[src/rtl/radio_write_if.sv]
// Maze-update / radio handshake bundle for radio_write.
// slave: the radio_write block; master: whoever feeds updates and acks packets.
interface radio_write_if;
  logic [2:0] in_x;
  logic [1:0] in_y;
  logic [1:0] in_value;
  logic       in_valid;
  logic       in_ready;
  logic [6:0] data_out;
  logic       data_valid;
  logic       data_ack;
  logic       tx_fail;
  logic       dup_drop;
  logic       busy;

  modport slave (
    input  in_x, in_y, in_value, in_valid, data_ack,
    output in_ready, data_out, data_valid, tx_fail, dup_drop, busy
  );

  modport master (
    output in_x, in_y, in_value, in_valid, data_ack,
    input  in_ready, data_out, data_valid, tx_fail, dup_drop, busy
  );
endinterface

[src/rtl/radio_write.sv]
// radio_write: queues maze-cell updates and ships each one as a 7-bit packet
// {X,Y,VALUE} over a valid/ack link, with an ack timeout and an inter-packet gap.
// Optional macro RADIO_WRITE_DEDUP_EN: drop a popped packet equal to the last
// acknowledged one instead of sending it.
module radio_write #(
  parameter int GAP_CYCLES = 2,
  parameter int TIMEOUT    = 255,
  parameter int FIFO_DEPTH = 4
) (
  input  logic           clk_i,
  input  logic           rst_ni,
  radio_write_if.slave   bus
);
  localparam int AW       = $clog2(FIFO_DEPTH);
  localparam int CW       = AW + 1;
  localparam int GW       = (GAP_CYCLES > 1) ? $clog2(GAP_CYCLES) : 1;
  localparam int GAP_LAST = (GAP_CYCLES > 0) ? GAP_CYCLES - 1 : 0;

  typedef enum logic [1:0] {S_IDLE, S_SEND, S_GAP} state_t;

  state_t          state_q, state_d;
  logic [6:0]      mem_q [FIFO_DEPTH];
  logic [AW-1:0]   wr_ptr_q, rd_ptr_q;
  logic [CW-1:0]   count_q;
  logic [7:0]      wait_q, wait_d;
  logic [GW-1:0]   gap_q, gap_d;
  logic [6:0]      dout_q, dout_d;
  logic            dv_q, dv_d;
  logic            txf_q, txf_d;
  logic            dup_q, dup_d;
  logic            ack_ok;
  logic            dup_hit;

  logic            full, empty, push, pop;
  logic [6:0]      head;

  assign full  = (count_q == CW'(FIFO_DEPTH));
  assign empty = (count_q == '0);
  assign head  = mem_q[rd_ptr_q];
  // Readiness ignores a same-cycle pop so the accept path stays shallow.
  assign push  = bus.in_valid && !full;
  // Every pop in IDLE either launches a SEND or (with dedup) is discarded.
  assign pop   = (state_q == S_IDLE) && !empty;

  assign bus.in_ready   = !full;
  assign bus.data_out   = dout_q;
  assign bus.data_valid = dv_q;
  assign bus.tx_fail    = txf_q;
  assign bus.dup_drop   = dup_q;
  assign bus.busy       = (state_q != S_IDLE) || !empty;

`ifdef RADIO_WRITE_DEDUP_EN
  logic [6:0] last_q;
  logic       last_vld_q;

  assign dup_hit = last_vld_q && (head == last_q);

  // Remember the most recent packet the radio actually acknowledged.
  always_ff @(posedge clk_i or negedge rst_ni) begin
    if (!rst_ni) begin
      last_q     <= '0;
      last_vld_q <= 1'b0;
    end else if (ack_ok) begin
      last_q     <= dout_q;
      last_vld_q <= 1'b1;
    end
  end
`else
  assign dup_hit = 1'b0;
`endif

  // Queue storage; contents are don't-care while the slot is empty.
  always_ff @(posedge clk_i) begin
    if (push) mem_q[wr_ptr_q] <= {bus.in_x, bus.in_y, bus.in_value};
  end

  // Queue pointers and occupancy; power-of-two depth lets pointers wrap freely.
  always_ff @(posedge clk_i or negedge rst_ni) begin
    if (!rst_ni) begin
      wr_ptr_q <= '0;
      rd_ptr_q <= '0;
      count_q  <= '0;
    end else begin
      if (push) wr_ptr_q <= wr_ptr_q + AW'(1);
      if (pop)  rd_ptr_q <= rd_ptr_q + AW'(1);
      if (push && !pop)      count_q <= count_q + CW'(1);
      else if (pop && !push) count_q <= count_q - CW'(1);
    end
  end

  // FSM and output registers.
  always_ff @(posedge clk_i or negedge rst_ni) begin
    if (!rst_ni) begin
      state_q <= S_IDLE;
      wait_q  <= '0;
      gap_q   <= '0;
      dout_q  <= '0;
      dv_q    <= 1'b0;
      txf_q   <= 1'b0;
      dup_q   <= 1'b0;
    end else begin
      state_q <= state_d;
      wait_q  <= wait_d;
      gap_q   <= gap_d;
      dout_q  <= dout_d;
      dv_q    <= dv_d;
      txf_q   <= txf_d;
      dup_q   <= dup_d;
    end
  end

  // Next state: launch from the queue, hold until ack/timeout, then pace with GAP.
  always_comb begin
    state_d = state_q;
    wait_d  = wait_q;
    gap_d   = gap_q;
    dout_d  = dout_q;
    dv_d    = dv_q;
    txf_d   = 1'b0;
    dup_d   = 1'b0;
    ack_ok  = 1'b0;
    unique case (state_q)
      S_IDLE: begin
        if (!empty) begin
          if (dup_hit) begin
            dup_d = 1'b1;
          end else begin
            dout_d  = head;
            dv_d    = 1'b1;
            wait_d  = '0;
            state_d = S_SEND;
          end
        end
      end
      S_SEND: begin
        // An ack on the expiry cycle still wins over the timeout.
        if (bus.data_ack || wait_q == 8'(TIMEOUT - 1)) begin
          dv_d    = 1'b0;
          ack_ok  = bus.data_ack;
          txf_d   = !bus.data_ack;
          gap_d   = '0;
          state_d = (GAP_CYCLES == 0) ? S_IDLE : S_GAP;
        end else begin
          wait_d = wait_q + 8'd1;
        end
      end
      S_GAP: begin
        if (gap_q == GW'(GAP_LAST)) state_d = S_IDLE;
        else                        gap_d   = gap_q + GW'(1);
      end
      default: state_d = S_IDLE;
    endcase
  end
endmodule

[src/flat_wrapper.sv]
// flat-port wrapper written by rule: the top's interface ports become plain ports
module radio_write_flat 
#(
  parameter int GAP_CYCLES = 2,
  parameter int TIMEOUT    = 255,
  parameter int FIFO_DEPTH = 4
)
  (clk_i, rst_ni, bus_in_x, bus_in_y, bus_in_value, bus_in_valid, bus_data_ack, bus_in_ready, bus_data_out, bus_data_valid, bus_tx_fail, bus_dup_drop, bus_busy);
  radio_write_if bus_i ();
  input  logic clk_i;
  input  logic rst_ni;
  input wire logic [$bits(bus_i.in_x)-1:0] bus_in_x;
  input wire logic [$bits(bus_i.in_y)-1:0] bus_in_y;
  input wire logic [$bits(bus_i.in_value)-1:0] bus_in_value;
  input wire logic [$bits(bus_i.in_valid)-1:0] bus_in_valid;
  input wire logic [$bits(bus_i.data_ack)-1:0] bus_data_ack;
  output wire logic [$bits(bus_i.in_ready)-1:0] bus_in_ready;
  output wire logic [$bits(bus_i.data_out)-1:0] bus_data_out;
  output wire logic [$bits(bus_i.data_valid)-1:0] bus_data_valid;
  output wire logic [$bits(bus_i.tx_fail)-1:0] bus_tx_fail;
  output wire logic [$bits(bus_i.dup_drop)-1:0] bus_dup_drop;
  output wire logic [$bits(bus_i.busy)-1:0] bus_busy;
  assign bus_i.in_x = bus_in_x;
  assign bus_i.in_y = bus_in_y;
  assign bus_i.in_value = bus_in_value;
  assign bus_i.in_valid = bus_in_valid;
  assign bus_i.data_ack = bus_data_ack;
  assign bus_in_ready = bus_i.in_ready;
  assign bus_data_out = bus_i.data_out;
  assign bus_data_valid = bus_i.data_valid;
  assign bus_tx_fail = bus_i.tx_fail;
  assign bus_dup_drop = bus_i.dup_drop;
  assign bus_busy = bus_i.busy;
  radio_write #(.GAP_CYCLES(GAP_CYCLES), .TIMEOUT(TIMEOUT), .FIFO_DEPTH(FIFO_DEPTH)) u_core (.clk_i(clk_i), .rst_ni(rst_ni), .bus(bus_i));
endmodule
[config.mk]
export PLATFORM = sky130hd
export DESIGN_NAME = radio_write_flat
export DESIGN_NICKNAME = d
export VERILOG_FILES = /design/src/rtl/radio_write_if.sv /design/src/rtl/radio_write.sv /design/src/flat_wrapper.sv
export SDC_FILE = /design/constraint.sdc
export NUM_CORES = 1
export LEC_CHECK = 0
export ABC_AREA = 1
export CAP_MARGIN = 5
export CORE_UTILIZATION = 51
export DETAILED_ROUTE_END_ITERATION = 12
export MAX_ROUTING_LAYER = met4
export PLACE_DENSITY = 0.82
export REMOVE_ABC_BUFFERS = 1
export SETUP_SLACK_MARGIN = 0.5
export SLEW_MARGIN = 10
export SYNTH_ARGS = -nofsm -noshare
export SYNTH_HDL_FRONTEND = slang
export SYNTH_SLANG_ARGS = --single-unit
[constraint.sdc]
create_clock -name clk_i -period 2.14 [get_ports clk_i]
set_input_delay 0.214 -clock clk_i [delete_from_list [all_inputs] [get_ports clk_i]]
set_output_delay 0.214 -clock clk_i [all_outputs]
set_load 0.01 [all_outputs]
==> results of run 1 <==
==> cells by family (layout without fill, tap and decap cells) <==
| kind of cell | after synthesis | after routing | synth area share [%] |
|---|---|---|---|
| adder cells (fa/ha/maj) | 8 | 8 | 4.472 |
| AO/OA/AOI/OAI | 33 | 33 | 7.125 |
| buffers and inverters | 30 | 66 | 5.512 |
| XOR/XNOR | 6 | 6 | 2.184 |
| other | 1 | 1 | 0.1559 |
| AND/OR/NAND/NOR | 104 | 104 | 17.52 |
| flip-flops | 55 | 55 | 63.03 |
==> worst min path at each step <==
stage                                               endpoint  depth (start not counted)  slack, ns                startpoint
after floorplan           u_core.bus.data_out[0]$_DFFE_PN0P_                          0      -0.08                    rst_ni
after global placement              u_core.gap_q$_DFFE_PN0P_                          2       0.45  u_core.gap_q$_DFFE_PN0P_
after detailed placement       u_core.state_q[1]$_DFFE_PN0P_                          1       0.45  u_core.gap_q$_DFFE_PN0P_
after CTS                       u_core.wait_q[6]$_DFFE_PN0P_                          2       0.30                    rst_ni
after global routing      u_core.bus.data_out[3]$_DFFE_PN0P_                          2       0.32                    rst_ni
final                           u_core.wait_q[5]$_DFFE_PN0P_                          2       0.28                    rst_ni
==> layout make-up <==
class,count,area [µm²],share of cell area (%)
Sequential cell,55,1516,52.49
Multi-Input combinational cell,152,797.0,27.59
Timing Repair Buffer,35,314.1,10.87
Inverter,23,86.33,2.988
Clock buffer,6,72.57,2.512
Tap cell,52,65.06,2.252
Clock inverter,2,37.54,1.299
==> flip-flops by register name, summed over array words and instances, names as in the netlist <==
register,cells
u_core.mem_q,28
u_core.wait_q,8
u_core.bus.data_out,7
u_core.count_q,3
u_core.rd_ptr_q,2
u_core.state_q,2
u_core.wr_ptr_q,2
u_core.bus.data_valid,1
u_core.bus.tx_fail,1
u_core.gap_q,1
==> power by group <==
| group | internal [W] | switching, W |
|---|---|---|
| clock network | 0.000349 | 0.000329 |
| registers | 0.00143 | 0.000182 |
| logic | 0.000685 | 0.000927 |
==> timing repair <==
action / in CTS / in global routing
pin swaps: 2 / 1
endpoints found under the setup margin: 4 / 3
setup buffers: 4 / 3
gates resized for setup: 12 / 5
hold endpoints to repair: 0 / 0
==> per-stage QoR <==
stage,worst slack (ns),instance area (µm²)
floorplan,0.1942,2360
global route,0.3562,2889
CTS,0.4834,2843
finish,0.4961,2889
global placement,0.1666,2688
detailed placement,0.1236,2688
==> layer usage <==
metal | GRT usage [%] | up-vias | wire [µm]
met5 | - | - | 0
met4 | 8.667 | 0 | 59
met3 | 4.986 | 10 | 183
met2 | 31.20 | 41 | 2231
met1 | 21.87 | 795 | 1863
li1 | - | 837 | -
==> cell usage in the layout (no fill, tap or decap), types with 7 or more instances in the layout <==
| master | count |
|---|---|
| nand2_1 | 47 |
| nor2_1 | 34 |
| edfxtp_1 | 28 |
| dfrtp_1 | 27 |
| o21ai_0 | 21 |
| clkdlybuf4s50_1 | 20 |
| inv_1 | 17 |
| buf_4 | 14 |
| nand3_1 | 12 |
| o21ai_1 | 7 |
==> reports/metrics.yaml, run 1 <==
logic_synthesis:
  yosysSeqAreaShare_pct: 63.03
  yosysMostFrequentCell: "nand2_1"
  synth.largest_area_cell: "edfxtp_1"
  synth_common_cells: "nand2_1 (48), nor2_1 (36), edfxtp_1 (28), dfrtp_1 (27)"
  proportion_of_netlist_area_held_by_the_largest_area_contributor_pct: 34.95
  async_reset_ff_share_pct: 49.09
  netlist-cell-type-count: 24
  synth.avg_cell_area_um2: 10.15
  synth-edff-count: 28
  syn-instance-count: 237
  synth_seq_cells: 55
  synth-main-ff-cell: "edfxtp_1"
  synth_warnings: 0
  synth_top_cells_by_area: "edfxtp_1 (35%), dfrtp_1 (28%), nand2_1 (7.5%)"
  syn_area_um2: 2406
power:
  ir_drop_uv: 732.9
  leakagePower_nw: 1.243
  powerDensity_nw_per_um2: 1350
  post-layout-total-power_w: 0.003901
critical_path:
  endpoint: "u_core.count_q[2]$_DFFE_PN0P_"
  timing.reg2reg.setup_slack_ns: 0.50
  critical-path-top-cell-by-count: "inv_2"
  worst_setup_path_start_kind: "flip-flop"
  timing.critical_path.max_delay_family: "adder cells"
  worstPathCellList: "inv_2, nand3_1, nand2_2, ha_4, inv_2, fa_2, a21oi_2, o21ai_1, xor2_1"
  critical_path_source: "u_core.count_q[1]$_DFFE_PN0P_"
  worst_path_largest_cell_delay_ns: 0.40
  path_depth: 9
  regToRegStartpoint: "u_core.count_q[1]$_DFFE_PN0P_"
  timing_worst_setup_path_type: "flip-flop to flip-flop"
  worst_ep_required_time_ns: 2.33
  timing.critical_path.to_type: "flip-flop"
  crit_reg_reg_endpoint: "u_core.count_q[2]$_DFFE_PN0P_"
  worst_path_max_delay_cell: "dfrtp_1"
  worstPathBufferInverterCount: 2
  timing.critical_path.fanout_max: 4
  cp.arrival_ns: 1.83
  worst-r2r-cell-count: 9
sta:
  tightest_slew_ns: 0.5267
  rsz0062_at_grt: "true"
  max_clock_freq_mhz: 608.3
  post_route_setup_tns_ns: 0
  finalClockSkew_ns: 0.008678
  final_hold_viol_count: 0
  setup_viol: 0
  finalHoldWorstSlack_ns: 0.2775
  timing.slew.headroom_pct: 64.89
  final.period_utilization_pct: 76.82
  fin_crit_ns: 1.644
  finalMaxSlewViolations: 0
route:
  route.vias.total: 1683
  drt_pre_antenna_iters: 8
  drtAntennaViolNets: 0
  post_route_drc_violation_count: 4
  avgRoutedWirePerCell_um: 13.34
  totalWireLength_um: 4337
  detail_route.iter0.violations: 134
  drt-vias-per-instance: 5.178
placed_design:
  globalplace.congestion: 0.8262
  placedCellCount: 310
  buffer_ports.inserted: 21
  post-dp-hpwl_um: 2703
run_status:
  outcome: "finished, violations left"
  failed_checks: "design-rule violations"
floorplan:
  die_h_um: 70.69
  core_area_um2: 4444
  core.rowCount: 24
  horizontal_die_dimension_um: 70.69
  die_outline_area_um2: 4996
  starting_utilization_of_the_core_area_pct: 54.14
  top_level_pins: 23
cells_and_area:
  diodes: 0
  post_layout_utilization_of_the_core_pct: 65.01
  fillCellCount: 333
  post_route_insts_no_fill: 325
  final_layout_size_suffix_gt1_share_pct: 14.65
  area_growth_pct: 20.07
  finish.net_count: 291
global_route:
  grt_pass1_wl_um: 7065
  track_usage_pct: 18.96
  largest_net_degree_at_the_start_of_global_routing: 28
  number_of_global_route_vias_before_repair: 1642
  number_of_antenna_violations_at_the_first_check_in_global_routing: 0
  overflow: 0
cts:
  cts_tree: "yes"
  clock_tree.root_cell: "clkbuf_8"
  clk_slew_on_worst_s_h_paths_ns: 0.10
  clock-sinks: 55
  cts_hold_buffers: 0
  clock_insertion_delay_worst_skew_ns: 0.30
  clock_tree.htree_level_count: 2
  cts_made_buffers: 5
  cts-root-to-sink-buffers: 2
job:
  max_cap_violations: 0
hold_path:
  hp-class: "input port to asynchronous set/reset pin"
(Power assumes the default switching activity.)
==> run 2: changes to the inputs <==
- clock period: 2.14 -> 1.5 ns (I/O delays scaled with it)
==> run 2 against run 1 <==
  * The flow finishes with violations (design-rule violations, negative setup slack)
  * Critical path depth increased by 1
  * Global-route usage increased by 5.9 points
  * Non-clock buffer count increased by 43
  * Sequential cell count unchanged
  * Final cell count increased by 13%
  * Utilization increased by 15 points
  * Via count increased by 21%
  * Sequential power increased by 44%
  * Maximum frequency decreased by 4.3%
  * Register-to-register slack got worse by 0.71 ns
  * Die area unchanged
  * Critical endpoint unchanged
  * Largest cell class unchanged
==> reports/metrics.yaml, run 2 (synthesis results as in run 1) <==
run_status:
  outcome: "finished, violations left"
  failed_checks: "design-rule violations, negative setup slack"
global_route:
  track_usage_pct: 24.84
  number_of_global_route_vias_before_repair: 1853
  number_of_antenna_violations_at_the_first_check_in_global_routing: 0
  largest_net_degree_at_the_start_of_global_routing: 28
  grt_pass1_wl_um: 8907
  overflow: 0
placed_design:
  buffer_ports.inserted: 21
  globalplace.congestion: 0.8405
  post-dp-hpwl_um: 2849
  placedCellCount: 323
  placement.cell_area_um2: 2785
sta:
  max_clock_freq_mhz: 582.3
  setup_viol: 21
  finalMaxSlewViolations: 0
  fin_crit_ns: 1.717
  final_hold_viol_count: 0
  rsz0062_at_grt: "true"
  finalClockSkew_ns: 0.01313
  fin_worst_setup_slack_ns: -0.2173
  final.period_utilization_pct: 114.5
  finalHoldWorstSlack_ns: 0.2094
route:
  totalWireLength_um: 6789
  drt-vias-per-instance: 5.554
  detail_route.iter0.violations: 208
  route.vias.total: 2044
  avgRoutedWirePerCell_um: 18.45
  post_route_drc_violation_count: 4
  drtAntennaViolNets: 0
  drt_pre_antenna_iters: 8
cells_and_area:
  final_layout_size_suffix_gt1_share_pct: 40.51
  final_common_cell: "nand2_1"
  finish.net_count: 334
  post_route_insts_no_fill: 368
  post_layout_utilization_of_the_core_pct: 79.73
  area_growth_pct: 47.27
  regMostFlops: "u_core.mem_q"
  final_design_area_no_fill_um2: 3543
  largest_register_ffs: 28
  commonest_cells_after_routing_fill_and_taps_aside: "nand2_1 (35), buf_4 (28), edfxtp_1 (28)"
  diodes: 0
cts:
  clock_tree.root_cell: "clkbuf_8"
  clock_tree.htree_level_count: 2
  cts-root-to-sink-buffers: 2
  clk_slew_on_worst_s_h_paths_ns: 0.10
  clock-sinks: 55
  clock_insertion_delay_worst_skew_ns: 0.31
  cts_made_buffers: 5
  cts_tree: "yes"
critical_path:
  timing.critical_path.fanout_max: 3
  worstPathCellList: "inv_2, nand3_2, nand2_2, inv_2, ha_4, inv_2, fa_2, a21oi_2, o21ai_1, xor2_1"
  critical-path-top-cell-by-count: "inv_2"
  timing.critical_path.to_type: "flip-flop"
  regToRegStartpoint: "u_core.count_q[0]$_DFFE_PN0P_"
  worst_path_largest_cell_delay_ns: 0.39
  timing.reg2reg.setup_slack_ns: -0.22
  worst_path_max_delay_cell: "dfrtp_1"
  cp.arrival_ns: 1.92
  worst_ep_required_time_ns: 1.70
  timing_worst_setup_path_type: "flip-flop to flip-flop"
  crit_reg_reg_endpoint: "u_core.count_q[2]$_DFFE_PN0P_"
  worst_setup_path_start_kind: "flip-flop"
  worst-r2r-cell-count: 10
power:
  powerDensity_nw_per_um2: 2156
  leakagePower_nw: 1.545
  ir_drop_uv: 1511
floorplan:
  die_outline_area_um2: 4996
  starting_utilization_of_the_core_area_pct: 54.14
  horizontal_die_dimension_um: 70.69
  core_area_um2: 4444
  die_h_um: 70.69
  core.rowCount: 24
  top_level_pins: 23
job:
  max_cap_violations: 0
hold_path:
  hp-class: "input port to asynchronous set/reset pin"
==> run 2: worst max-delay path, delay by kind of cell, from the launching register on <==
family	cells	cell delay [ns]
flops	1	0.39
compound gates	2	0.20
simple gates	2	0.18
xor+xnor	1	0.14
buf+inv	3	0.21
fa+ha+maj	2	0.49
==> run 2: how the worst max path moves through the flow <==
stage / depth (start not counted) / endpoint / slack (ns) / start
CTS: 10 / u_core.count_q[2]$_DFFE_PN0P_ / -0.13 / u_core.count_q[0]$_DFFE_PN0P_
global placement: 9 / u_core.count_q[2]$_DFFE_PN0P_ / -0.38 / bus_in_valid
floorplan: 10 / u_core.count_q[2]$_DFFE_PN0P_ / -0.45 / u_core.count_q[0]$_DFFE_PN0P_
finish: 10 / u_core.count_q[2]$_DFFE_PN0P_ / -0.22 / u_core.count_q[0]$_DFFE_PN0P_
detailed placement: 9 / u_core.count_q[2]$_DFFE_PN0P_ / -0.47 / bus_in_valid
global route: 9 / u_core.count_q[2]$_DFFE_PN0P_ / -0.25 / u_core.count_q[2]$_DFFE_PN0P_
==> run 2: cell type report <==
type	count	area [µm²]
tap	52	65.06
timing repair buffer	78	763.2
clock buffer	6	72.57
inverter	23	90.09
sequential	55	1516
fill	224	900.9
multi-input combinational	152	997.2
clock inverter	2	38.79
==> run 2: what timing repair did <==
item / CTS / global route
setup buffers: 23 / 13
pin swaps: 19 / 17
hold buffers: 0 / 0
gates cloned: 1 / 0
resized for setup: 104 / 42
endpoints found under the setup margin: 66 / 64
==> run 2: report_power, final <==
group | internal [W] | total (W) | leakage [nW] | switching, W
clock network | 0.000505 | 0.000990 | 0.0558 | 0.000485
registers | 0.00204 | 0.00232 | 0.595 | 0.000282
logic | 0.00215 | 0.00433 | 0.894 | 0.00218
==> run 2: through the flow <==
stage / setup slack (ns) / total power, W / TNS [ns]
2_1_floorplan: -0.4458 / 0.003538 / -0.7420
3_3_place_gp: -0.3843 / 0.004417 / -0.5713
3_5_place_dp: -0.4668 / 0.004522 / -0.6901
4_1_cts: -0.1298 / 0.006594 / -0.2756
5_1_grt: -0.2521 / 0.008015 / -3.319
6_report: -0.2173 / 0.007640 / -2.240
==> run 2: metal layers <==
metal / global-route usage (%) / vias to the layer above / wire length, µm
li1: - / 923 / -
met1: 26.85 / 984 / 2465
met2: 43.59 / 95 / 3531
met3: 6.268 / 42 / 354
met4: 10.22 / 0 / 437
met5: - / - / 0
